--- src/rtl/rv_run_ctrl_pkg.sv ---
// Shared encodings for the RV32I run/step sequencer: FSM states, halt causes
// and the default ebreak instruction word.
package rv_run_ctrl_pkg;

    localparam logic [1:0] ST_RST  = 2'd0;
    localparam logic [1:0] ST_HALT = 2'd1;
    localparam logic [1:0] ST_STEP = 2'd2;
    localparam logic [1:0] ST_RUN  = 2'd3;

    localparam logic [1:0] CAUSE_RESET  = 2'b00;
    localparam logic [1:0] CAUSE_USER   = 2'b01;
    localparam logic [1:0] CAUSE_EBREAK = 2'b10;
    localparam logic [1:0] CAUSE_BKPT   = 2'b11;

    localparam logic [31:0] EBREAK_DEFAULT = 32'h0010_0073;

endpackage

--- src/rtl/rv_stop_detect.sv ---
// Combinational stop detector: ebreak match, plus PC breakpoint match when
// RV_RUN_CTRL_BREAKPOINT_EN is defined.
module rv_stop_detect
    import rv_run_ctrl_pkg::*;
#(
    parameter logic [31:0] EBREAK_WORD = EBREAK_DEFAULT
) (
    input  logic [31:0] instr,
`ifdef RV_RUN_CTRL_BREAKPOINT_EN
    input  logic [31:0] pc,
    input  logic [31:0] bp_reg,
    input  logic        bp_armed,
`endif
    output logic        stop,
    output logic [1:0]  cause
);

    logic ebreak_hit;

    assign ebreak_hit = (instr == EBREAK_WORD);

`ifdef RV_RUN_CTRL_BREAKPOINT_EN
    logic bp_hit;

    assign bp_hit = bp_armed && (pc == bp_reg);
    assign stop   = ebreak_hit || bp_hit;
    // ebreak wins when both match on the same instruction
    assign cause  = ebreak_hit ? CAUSE_EBREAK : CAUSE_BKPT;
`else
    assign stop   = ebreak_hit;
    assign cause  = CAUSE_EBREAK;
`endif

endmodule

--- src/rtl/rv_run_ctrl.sv ---
// Run/step sequencer owning the core clock enable and core reset.
// Optional PC breakpoint is built when RV_RUN_CTRL_BREAKPOINT_EN is defined.
//
// state | meaning
// RST   | core held in reset for RST_CYCLES cycles
// HALT  | core stopped, waiting for step/run
// STEP  | one instruction committed, then back to HALT
// RUN   | free-running until halt request, ebreak or breakpoint
module rv_run_ctrl
    import rv_run_ctrl_pkg::*;
#(
    parameter int unsigned RST_CYCLES  = 4,
    parameter bit          AUTORUN     = 1'b0,
    parameter logic [31:0] EBREAK_WORD = EBREAK_DEFAULT
) (
    input  logic        clock,
    input  logic        reset,
    input  logic        run_req,
    input  logic        step_req,
    input  logic        halt_req,
    input  logic        srst_req,
    input  logic        bp_wr,
    input  logic        bp_clr,
    input  logic [31:0] bp_addr,
    input  logic [31:0] pc,
    input  logic [31:0] instr,
    output logic        cpu_ce,
    output logic        cpu_rst,
    output logic        running,
    output logic        halted,
    output logic [1:0]  halt_cause,
    output logic [31:0] retired
);

    localparam logic [7:0] RST_LAST = 8'(RST_CYCLES - 1);

    logic [1:0] state;
    logic [1:0] nxt;
    logic [7:0] rst_cnt;
    logic       resume;
    logic       ce;
    logic       rst_entry;
    logic       set_resume;
    logic       cause_load;
    logic [1:0] cause_val;
    logic       stop;
    logic [1:0] stop_cause;

`ifdef RV_RUN_CTRL_BREAKPOINT_EN
    logic [31:0] bp_reg;
    logic        bp_armed;

    always_ff @(posedge clock) begin
        if (reset) begin
            bp_reg   <= '0;
            bp_armed <= 1'b0;
        end else if (bp_clr) begin
            bp_armed <= 1'b0;
        end else if (bp_wr) begin
            bp_reg   <= bp_addr;
            bp_armed <= 1'b1;
        end
    end

    rv_stop_detect #(.EBREAK_WORD(EBREAK_WORD)) u_stop (
        .instr    (instr),
        .pc       (pc),
        .bp_reg   (bp_reg),
        .bp_armed (bp_armed),
        .stop     (stop),
        .cause    (stop_cause)
    );
`else
    logic unused_bp;
    assign unused_bp = &{1'b0, bp_wr, bp_clr, bp_addr, pc};

    rv_stop_detect #(.EBREAK_WORD(EBREAK_WORD)) u_stop (
        .instr (instr),
        .stop  (stop),
        .cause (stop_cause)
    );
`endif

    always_comb begin
        nxt        = state;
        ce         = 1'b0;
        rst_entry  = 1'b0;
        set_resume = 1'b0;
        cause_load = 1'b0;
        cause_val  = CAUSE_RESET;
        case (state)
            ST_RST: begin
                if (rst_cnt == RST_LAST) nxt = AUTORUN ? ST_RUN : ST_HALT;
            end
            ST_HALT: begin
                if (step_req) begin
                    nxt = ST_STEP;
                end else if (run_req) begin
                    nxt        = ST_RUN;
                    set_resume = 1'b1;
                end
            end
            ST_STEP: begin
                ce  = 1'b1;
                nxt = ST_HALT;
            end
            default: begin
                if (halt_req) begin
                    nxt        = ST_HALT;
                    cause_load = 1'b1;
                    cause_val  = CAUSE_USER;
                end else if (stop && !resume) begin
                    nxt        = ST_HALT;
                    cause_load = 1'b1;
                    cause_val  = stop_cause;
                end else begin
                    ce = 1'b1;
                end
            end
        endcase
        // soft reset overrides whatever the state wanted this cycle
        if (srst_req) begin
            nxt        = ST_RST;
            ce         = 1'b0;
            rst_entry  = 1'b1;
            set_resume = 1'b0;
            cause_load = 1'b0;
        end
    end

    assign cpu_ce = ce && !reset;

    always_ff @(posedge clock) begin
        if (reset) begin
            state      <= ST_RST;
            rst_cnt    <= '0;
            resume     <= 1'b0;
            cpu_rst    <= 1'b1;
            running    <= 1'b0;
            halted     <= 1'b0;
            halt_cause <= CAUSE_RESET;
            retired    <= '0;
        end else begin
            state   <= nxt;
            rst_cnt <= (state == ST_RST && !rst_entry) ? rst_cnt + 8'd1 : 8'd0;
            cpu_rst <= (nxt == ST_RST);
            running <= (nxt == ST_RUN);
            halted  <= (nxt == ST_HALT);

            if (set_resume)           resume <= 1'b1;
            else if (state == ST_RUN) resume <= 1'b0;
            else if (rst_entry)       resume <= 1'b0;

            if (rst_entry)       halt_cause <= CAUSE_RESET;
            else if (cause_load) halt_cause <= cause_val;

            if (rst_entry) retired <= '0;
            else if (ce)   retired <= retired + 32'd1;
        end
    end

endmodule

--- config.mk ---
export PLATFORM = sky130hd
export DESIGN_NAME = rv_run_ctrl
export DESIGN_NICKNAME = d
export VERILOG_FILES = /design/src/rtl/rv_run_ctrl_pkg.sv /design/src/rtl/rv_stop_detect.sv /design/src/rtl/rv_run_ctrl.sv
export SDC_FILE = /design/constraint.sdc
export NUM_CORES = 1
export LEC_CHECK = 0
export CAP_MARGIN = 10
export CORE_UTILIZATION = 34
export CTS_CLUSTER_SIZE = 28
export DETAILED_ROUTE_END_ITERATION = 6
export GPL_ROUTABILITY_DRIVEN = 0
export GPL_TIMING_DRIVEN = 0
export PLACE_DENSITY = 0.75
export REMOVE_ABC_BUFFERS = 1
export SYNTH_ARGS = -nofsm -noshare
export SYNTH_HDL_FRONTEND = slang
export SYNTH_SLANG_ARGS = --single-unit
--- constraint.sdc ---
create_clock -name clock -period 2.21 [get_ports clock]
set_clock_uncertainty 0.05 [all_clocks]
set_input_delay 0.221 -clock clock [delete_from_list [all_inputs] [get_ports clock]]
set_output_delay 0.221 -clock clock [all_outputs]
set_load 0.005 [all_outputs]
==> results of run 1 <==
## cell usage in the layout, fill, tap and decap left out, types with 6 or more instances in the layout
cell             instances
or3_2                    7
inv_1                    7
nand2_1                 21
or4_1                   12
o21ai_2                  6
dfxtp_1                 42
nand4_1                  8
nor2_1                  17
a21oi_2                  8
buf_4                   11
clkdlybuf4s50_1         70
a21oi_1                 19
buf_6                    6
nand3_1                 12
o31ai_1                 15
## routing by layer
metal  up-vias  wire length (um)  global-route usage [%]
met5         -                 0                       0
met4         0                93                   6.364
met3        10               357                   4.381
met2        89              3566                   31.78
met1      1244              3075                   23.88
li1       1242                 -                       -
## cell type report
class	instances	area, um^2
fill	619	3189
multi-input combinational	207	1481
sequential	48	973.4
timing repair buffer	95	963.4
tap	96	120.1
clock buffer	5	68.82
clock inverter	3	46.29
inverter	7	26.28
## flip-flops by register name, indices dropped and copies added (netlist names)
signal and flops:
state 2, halted 1, resume 1, cpu_rst 1
retired 32, running 1, rst_cnt 8, halt_cause 2
## power breakdown
group | total (mW) | internal (mW) | switching (mW) | leakage, nW
clock | 0.673 | 0.341 | 0.331 | 0.0548
sequential | 0.866 | 0.864 | 0.00235 | 0.390
combinational | 0.113 | 0.0690 | 0.0440 | 0.698
## repair_timing
action	CTS	global route
cloned	2	0
pin swaps	9	2
resized for setup	33	15
endpoints found under the hold margin	0	0
endpoints found under the setup margin	39	14
buffers inserted	18	2
## tightest hold or removal path, stage by stage (launching register included)
cell     delay, ns
dfxtp_1       0.35
a21oi_1       0.04
nor2_1        0.07
## cell usage after synthesis, types with 3 or more instances
cell,instances,area [um^2]
inv_1,7,26.28
o41ai_1,4,35.03
nor2_1,17,63.81
nand2_1,22,82.58
a21oi_1,21,105.1
o21ai_2,6,52.55
dfxtp_1,48,960.9
or3_1,5,31.28
o21ai_0,3,15.01
nor4_1,4,25.02
nand3_1,15,75.07
or3_2,7,52.55
o21a_1,3,22.52
and2_1,4,25.02
or4_1,13,97.59
and4_1,6,52.55
o31ai_1,15,112.6
nor3_1,5,25.02
a21oi_2,6,52.55
xor2_1,3,26.28
clkbuf_1,6,22.52
or4_2,5,43.79
and3_1,3,18.77
xnor2_1,3,26.28
nand4_1,8,50.05
## logic make-up after synthesis
kind of cell,after synthesis,synth area share (%)
xor gates and xnor gates,7,2.814
adders and majority gates,2,1.023
and+or+nand+nor,128,31.15
buffers and inverters,17,3.939
AOI/OAI and AO/OA,69,21.79
DFF,48,39.28
## through the flow
stage | setup TNS (ns) | setup slack [ns] | hold WS, ns
3_3_place_gp | -33.80 | -1.201 | 0.3913
3_5_place_dp | -34.43 | -1.231 | 0.4016
2_1_floorplan | -7.942 | -0.5046 | 0.2434
4_1_cts | -0.04309 | -0.04309 | 0.4322
6_report | -0.05724 | -0.05724 | 0.4376
5_1_grt | -0.1209 | -0.09422 | 0.4559
## final timing paths
kind | startpoint | end | slack (ns) | depth (start not counted)
worst min-delay path | resume | resume | 0.44 | 2
worst max register to register | state[1] | retired[27] | 0.09 | 7
worst min register to register | resume | resume | 0.44 | 2
worst max-delay path | instr[12] | cpu_ce | -0.06 | 7
==> flow_summary.json, run 1 <==
{
  "syn-cell-area_um2": 2446,
  "via_count": 2585,
  "nets": 470,
  "slew_viol_final": 0,
  "crit_arrival_ns": 2.00,
  "numCtsBuffers": 5,
  "grt_pass1_wl_um": 11150,
  "maxCapViolCount": 0,
  "num_rows": 30,
  "grt_pass1_vias": 2370,
  "port_buffers": 75,
  "final_layout_size_suffix_gt1_share_pct": 24.38,
  "ctsHtreeMaxLevel": 2,
  "cp-end-kind": "primary output",
  "area_delta_synth_final_pct": 50.43,
  "rsz0062_at_grt": "true",
  "p_per_area_nw_per_um2": 448.9,
  "avgSynthCellArea_um2": 9.026,
  "grt_max_degree": 31,
  "stdcell_area_um2": 3680,
  "place_area_um2": 3247,
  "worst-path-buf-inv": 3,
  "synth_cells": 271,
  "viasPerCell": 5.607,
  "cpMostUsedCell": "buf_6",
  "finalWorstSetupSlack_ns": -0.05724,
  "ir_drop_mv": 0.2835,
  "final_cells": 461,
  "die_w_um": 86.82,
  "worst_setup_path_start_kind": "input pin",
  "synth_edf_count": 0,
  "cp_data_required_time_ns": 1.94,
  "tightest_slew_ns": 0.6972,
  "post-route-period-util_pct": 102.6,
  "crit_fanout": 3,
  "outcome": "finished, violations left",
  "grt_overflow_total": 0,
  "diodes": 0,
  "hold_viol_final": 0,
  "ys_seq_elements": 48,
  "cpLargestDelayFamily": "simple AND/OR/NAND/NOR gates",
  "drtAntennaViolNets": 0,
  "ys_warn_count": 0,
  "slew_headroom_pct": 53.52,
  "hold_class": "reg2reg",
  "leakage_nw": 1.144,
  "cts_root_buffer": "clkbuf_8",
  "cts_tree": "built",
  "grt.total_usage_pct": 18.95,
  "holdBufCountCts": 0,
  "wl_per_cell_um": 15.38,
  "drt_first_iter_violations": 146,
  "routed_wl_um": 7092,
  "antenna_found_initial": 0,
  "die-height_um": 86.82,
  "final_util_pct": 53.57,
  "violations": "negative setup slack",
  "drc": 0,
  "fin_crit_ns": 2.267,
  "async_flop_share_pct": 0,
  "insertion_delay_ns": 0.31,
  "synth.distinct_cells": 49,
  "p_total_mw": 1.652,
  "cts.sinks": 48,
  "dieArea_um2": 7538,
  "initial_core_util_pct": 35.61,
  "slowest_stage": "or4b_4",
  "boundaryPins": 142,
  "ys_seq_area_share_pct": 39.28,
  "dp.cells": 432,
  "slowest_delay_ns": 0.58,
  "finalSetupViolations": 1,
  "clk_pin_slew_worst_paths_ns": 0.10,
  "critPathKind": "in2out",
  "synth-main-ff-cell": "dfxtp_1",
  "firstDrtPassIters": 5,
  "path_cells": "buf_6 > or4_4 > or4b_4 > buf_6 > o31ai_4 > nor3b_2 > buf_2",
  "clock.fmax_mhz": 441.1,
  "hpwl_um": 4487,
  "coreArea_um2": 6869,
  "clock_path_buffers": 2
}
Note: power is estimated with default switching activity, not from simulation.
==> run 2: changes to the inputs <==
--- a/config.mk
+++ b/config.mk
@@ -6,12 +6,13 @@
 export NUM_CORES = 1
 export LEC_CHECK = 0
 export CAP_MARGIN = 10
+export CORE_ASPECT_RATIO = 1.75
 export CORE_UTILIZATION = 34
 export CTS_CLUSTER_SIZE = 28
 export DETAILED_ROUTE_END_ITERATION = 6
 export GPL_ROUTABILITY_DRIVEN = 0
 export GPL_TIMING_DRIVEN = 0
-export PLACE_DENSITY = 0.75
+export PLACE_DENSITY = 0.83
 export REMOVE_ABC_BUFFERS = 1
 export SYNTH_ARGS = -nofsm -noshare
 export SYNTH_HDL_FRONTEND = slang
==> flow_summary.json, run 2 (synthesized netlist as in run 1, its figures left out) <==
{
  "slew_headroom_pct": 39.32,
  "port_buffers": 75,
  "final_cell_mix": "clkdlybuf4s50_1, dfxtp_1, nand2_1",
  "ir_drop_mv": 0.5104,
  "drtAntennaViolNets": 0,
  "p_total_mw": 1.775,
  "place_area_um2": 3232,
  "p_per_area_nw_per_um2": 444.4,
  "timing.hold.ws_ns": 0.4173,
  "area_delta_synth_final_pct": 63.32,
  "stdcell_area_um2": 3995,
  "wl_per_cell_um": 19.80,
  "maxCapViolCount": 0,
  "die-height_um": 114.2,
  "outcome": "finished, violations left",
  "clock.fmax_mhz": 425.6,
  "layout_commonest_cell": "clkdlybuf4s50_1",
  "grt_pass1_vias": 2762,
  "cp-end-kind": "flop",
  "cts_root_buffer": "clkbuf_16",
  "hold_viol_final": 0,
  "clk_pin_slew_worst_paths_ns": 0.07,
  "cts.sinks": 48,
  "critPathKind": "in2reg",
  "grt_max_degree": 31,
  "firstDrtPassIters": 4,
  "fin_crit_ns": 2.350,
  "num_rows": 40,
  "violations": "negative setup slack",
  "largest_register_ffs": 32,
  "grt.total_usage_pct": 23.78,
  "cts_tree": "built",
  "n_fill_cell": 545,
  "boundaryPins": 142,
  "dp_slack_ns": -1.263,
  "routed_wl_um": 9027,
  "viasPerCell": 6.134,
  "via_count": 2797,
  "coreArea_um2": 6907,
  "numCtsBuffers": 5,
  "leakage_nw": 1.255,
  "reg_top3": "retired x32, rst_cnt x8",
  "grt_overflow_total": 0,
  "ctsHtreeMaxLevel": 2,
  "die_w_um": 66.12,
  "largest-register": "retired",
  "nets": 478,
  "finalSetupViolations": 29,
  "clock_path_buffers": 2,
  "grt_pass1_wl_um": 13860,
  "finalWorstSetupSlack_ns": -0.1398,
  "slew_viol_final": 0,
  "drt_first_iter_violations": 289,
  "dieArea_um2": 7551,
  "hpwl_um": 4884,
  "antenna_found_initial": 0,
  "diodes": 0,
  "final_layout_size_suffix_gt1_share_pct": 31.72,
  "post-route-period-util_pct": 106.3,
  "rsz0062_at_grt": "true",
  "holdBufCountCts": 0,
  "drc": 0,
  "tightest_slew_ns": 0.9069,
  "cp_data_required_time_ns": 2.34,
  "initial_core_util_pct": 35.42,
  "tns_ns": -1.294,
  "insertion_delay_ns": 0.30,
  "crit_fanout": 4,
  "crit_arrival_ns": 2.48,
  "hold_class": "reg2reg",
  "worst_setup_path_start_kind": "input pin"
}
## run 2: cell count changes in the layout (fill, tap and decap cells not counted), sizes merged
cell / delta
bufinv: -1
inv: -1
clkinvlp: -1
buf: +8
clkinv: +1
clkbuf: +1
## run 2: repair_timing
action | in CTS | in global routing
setup endpoints to repair | 39 | 39
pin swaps | 40 | 36
gates resized for setup | 59 | 46
gates cloned | 3 | 0
buffers inserted | 21 | 9
## run 2: area by class of cell
class / count / area [um^2] / area share (%)
Inverter: 7 / 26.28 / 0.6577
Multi-Input combinational cell: 207 / 1712 / 42.84
Tap cell: 84 / 105.1 / 2.631
Sequential cell: 48 / 967.2 / 24.21
Clock inverter: 1 / 8.758 / 0.2192
Clock buffer: 6 / 138.9 / 3.476
Timing Repair Buffer: 103 / 1037 / 25.96
## run 2: metrics by stage
step | cells | utilization [%]
6_report | 456 | 57.84
2_1_floorplan | 261 | -
4_1_cts | 451 | 54.75
3_3_place_gp | 420 | 46.79
3_5_place_dp | 420 | 46.79
5_1_grt | 456 | 57.84
## run 2: critical path: stages
cell and delay, ns:
buf_6 0.09, or4_4 0.52, or4b_4 0.59, buf_6 0.16, buf_12 0.13, buf_6 0.12
o311ai_4 0.31, nor3_1 0.12, o21a_1 0.21
## run 2: per-layer routing
layer	track usage, %	vias to the layer above	share of wire [%]
met2	41.09	151	52
met1	24.78	1331	34
li1	-	1255	-
met3	5.578	60	5.9
met5	0	-	0
met4	15.89	0	7.4
## run 2: power breakdown
part	leakage (nW)	switching, mW	internal [mW]
Combinational	0.793	0.0535	0.0761
Clock	0.0729	0.332	0.446
Sequential	0.389	0.00210	0.865
Total	1.25	0.387	1.39
## run 2: worst paths after layout
path,depth (start not counted),slack [ns],from,to
setup / recovery,9,-0.14,instr[12],retired[30]
hold / removal,1,0.42,rst_cnt[0],rst_cnt[0]
hold reg to reg,1,0.42,rst_cnt[0],rst_cnt[0]
setup reg to reg,8,-0.07,state[0],retired[30]
==> run 3: changes to the inputs <==
--- a/config.mk
+++ b/config.mk
@@ -7,12 +7,12 @@
 export LEC_CHECK = 0
 export CAP_MARGIN = 10
 export CORE_ASPECT_RATIO = 1.75
-export CORE_UTILIZATION = 34
+export CORE_UTILIZATION = 38
 export CTS_CLUSTER_SIZE = 28
 export DETAILED_ROUTE_END_ITERATION = 6
 export GPL_ROUTABILITY_DRIVEN = 0
 export GPL_TIMING_DRIVEN = 0
-export PLACE_DENSITY = 0.83
+export PLACE_DENSITY = 0.87
 export REMOVE_ABC_BUFFERS = 1
 export SYNTH_ARGS = -nofsm -noshare
 export SYNTH_HDL_FRONTEND = slang
==> constraint.sdc (replaced) <==
create_clock -name clock -period 2.3 [get_ports clock]
set_clock_uncertainty 0.05 [all_clocks]
set_input_delay 0.23 -clock clock [delete_from_list [all_inputs] [get_ports clock]]
set_output_delay 0.23 -clock clock [all_outputs]
set_load 0.005 [all_outputs]
==> flow_summary.json, run 3 (synthesized netlist as in run 1, its figures left out) <==
{
  "antenna_found_initial": 0,
  "dieArea_um2": 6775,
  "fin_crit_ns": 2.231,
  "hold_viol_final": 0,
  "via_count": 2611,
  "wl_per_cell_um": 16.46,
  "finalSetupViolations": 0,
  "largest-register": "retired",
  "ctsHtreeMaxLevel": 2,
  "crit_fanout": 4,
  "path_cells": "clkdlybuf4s15_1 > or4_1 > or4b_4 > buf_4 > o311ai_1 > nor3_1 > o21a_1",
  "slew_viol_final": 0,
  "post-route-period-util_pct": 96.99,
  "grt_max_degree": 31,
  "hold_class": "reg2reg",
  "slowest_delay_ns": 0.54,
  "reg_top3": "retired x32, rst_cnt x8",
  "grt.total_usage_pct": 21.18,
  "tns_ns": 0,
  "drtAntennaViolNets": 0,
  "leakage_nw": 1.113,
  "cts_tree": "built",
  "slowest_stage": "or4b_4",
  "critPathKind": "in2reg",
  "num_rows": 38,
  "layout_commonest_cell": "clkdlybuf4s50_1",
  "viasPerCell": 5.907,
  "cts_root_buffer": "clkbuf_8",
  "timing.hold.ws_ns": 0.4223,
  "routed_wl_um": 7275,
  "crit_arrival_ns": 2.39,
  "n_fill_cell": 526,
  "die_w_um": 62.65,
  "maxCapViolCount": 0,
  "grt_overflow_total": 0,
  "nets": 468,
  "drt_first_iter_violations": 154,
  "rsz0062_at_grt": "false",
  "tightest_slew_ns": 0.7156,
  "slew_headroom_pct": 52.29,
  "insertion_delay_ns": 0.31,
  "boundaryPins": 142,
  "clock.fmax_mhz": 448.3,
  "grt_pass1_wl_um": 11340,
  "coreArea_um2": 6228,
  "drc": 0,
  "largest_register_ffs": 32,
  "clock_path_buffers": 2,
  "port_buffers": 75,
  "worst_setup_path_start_kind": "input pin",
  "initial_core_util_pct": 39.27,
  "clk_pin_slew_worst_paths_ns": 0.08,
  "numCtsBuffers": 5,
  "multi_input_area_um2": 1491,
  "hpwl_um": 4708,
  "diodes": 0,
  "final_util_pct": 57.57,
  "cts.sinks": 48,
  "cp-end-kind": "flop",
  "holdBufCountCts": 0,
  "final_cell_mix": "clkdlybuf4s50_1, dfxtp_1, nand2_1",
  "firstDrtPassIters": 4,
  "p_per_area_nw_per_um2": 414.1,
  "cp_data_required_time_ns": 2.46,
  "final_layout_size_suffix_gt1_share_pct": 20.44,
  "area_delta_synth_final_pct": 46.60,
  "outcome": "complete, no violations",
  "ir_drop_mv": 0.4024,
  "grt_pass1_vias": 2438,
  "regArea_um2": 968.4,
  "die-height_um": 108.1
}
run 3: changes by cell type in the layout (fill, tap and decap cells not counted), sizes merged:
cell           delta
clkdlybuf4s15     +2
clkinv            -1
clkbuf            +1
buf              -12
run 3: through the flow:
| stage | setup slack [ns] | instances | total power [mW] | area [um^2] |
|---|---|---|---|---|
| 2_1_floorplan | -0.4236 | 261 | 0.8797 | 2376 |
| 3_3_place_gp | -1.065 | 416 | 0.9513 | 3227 |
| 3_5_place_dp | -1.111 | 416 | 0.9543 | 3227 |
| 4_1_cts | 0.008988 | 439 | 1.487 | 3530 |
| 5_1_grt | 0.01241 | 442 | 1.528 | 3586 |
| 6_report | 0.06923 | 442 | 1.485 | 3586 |
run 3: cell type report:
class,count,area share (%)
clock buffers,7,2.687
inverters,7,0.7327
multi-input cells,207,41.59
flip-flops and latches,48,27.01
well taps,80,2.791
repair buffers,93,25.19
run 3: per-layer routing:
layer	GRT usage, %	vias up	part of all wire [%]	routed length [um]
met3	5.169	26	6.4	464
met5	0	-	0	0
met2	38.04	109	52	3796
met1	22.16	1240	38	2736
li1	-	1236	-	-
met4	12.29	0	3.8	278
run 3: timing repair:
item | 4_1_cts | 5_1_grt
setup buffers | 14 | 4
endpoints found under the setup margin | 39 | 23
resized for setup | 36 | 7
gates cloned | 2 | 0
pin swaps | 18 | 6
run 3: worst paths after layout:
path               from          end  slack, ns  cells past startpoint
max           instr[11]  retired[30]       0.07                      7
min          rst_cnt[0]   rst_cnt[0]       0.42                      1
max reg2reg    state[0]  retired[30]       0.12                      6
min reg2reg  rst_cnt[0]   rst_cnt[0]       0.42                      1
run 3: critical path, delay by kind of cell:
family	cells	cell delay [ns]
AOI/OAI and AO/OA	2	0.69
and+or+nand+nor	3	1.14
buffers and inverters	2	0.32
run 3: power breakdown:
part	internal [mW]	switching, mW
clock network	0.268	0.279
logic	0.0646	0.0415
registers	0.830	0.00178
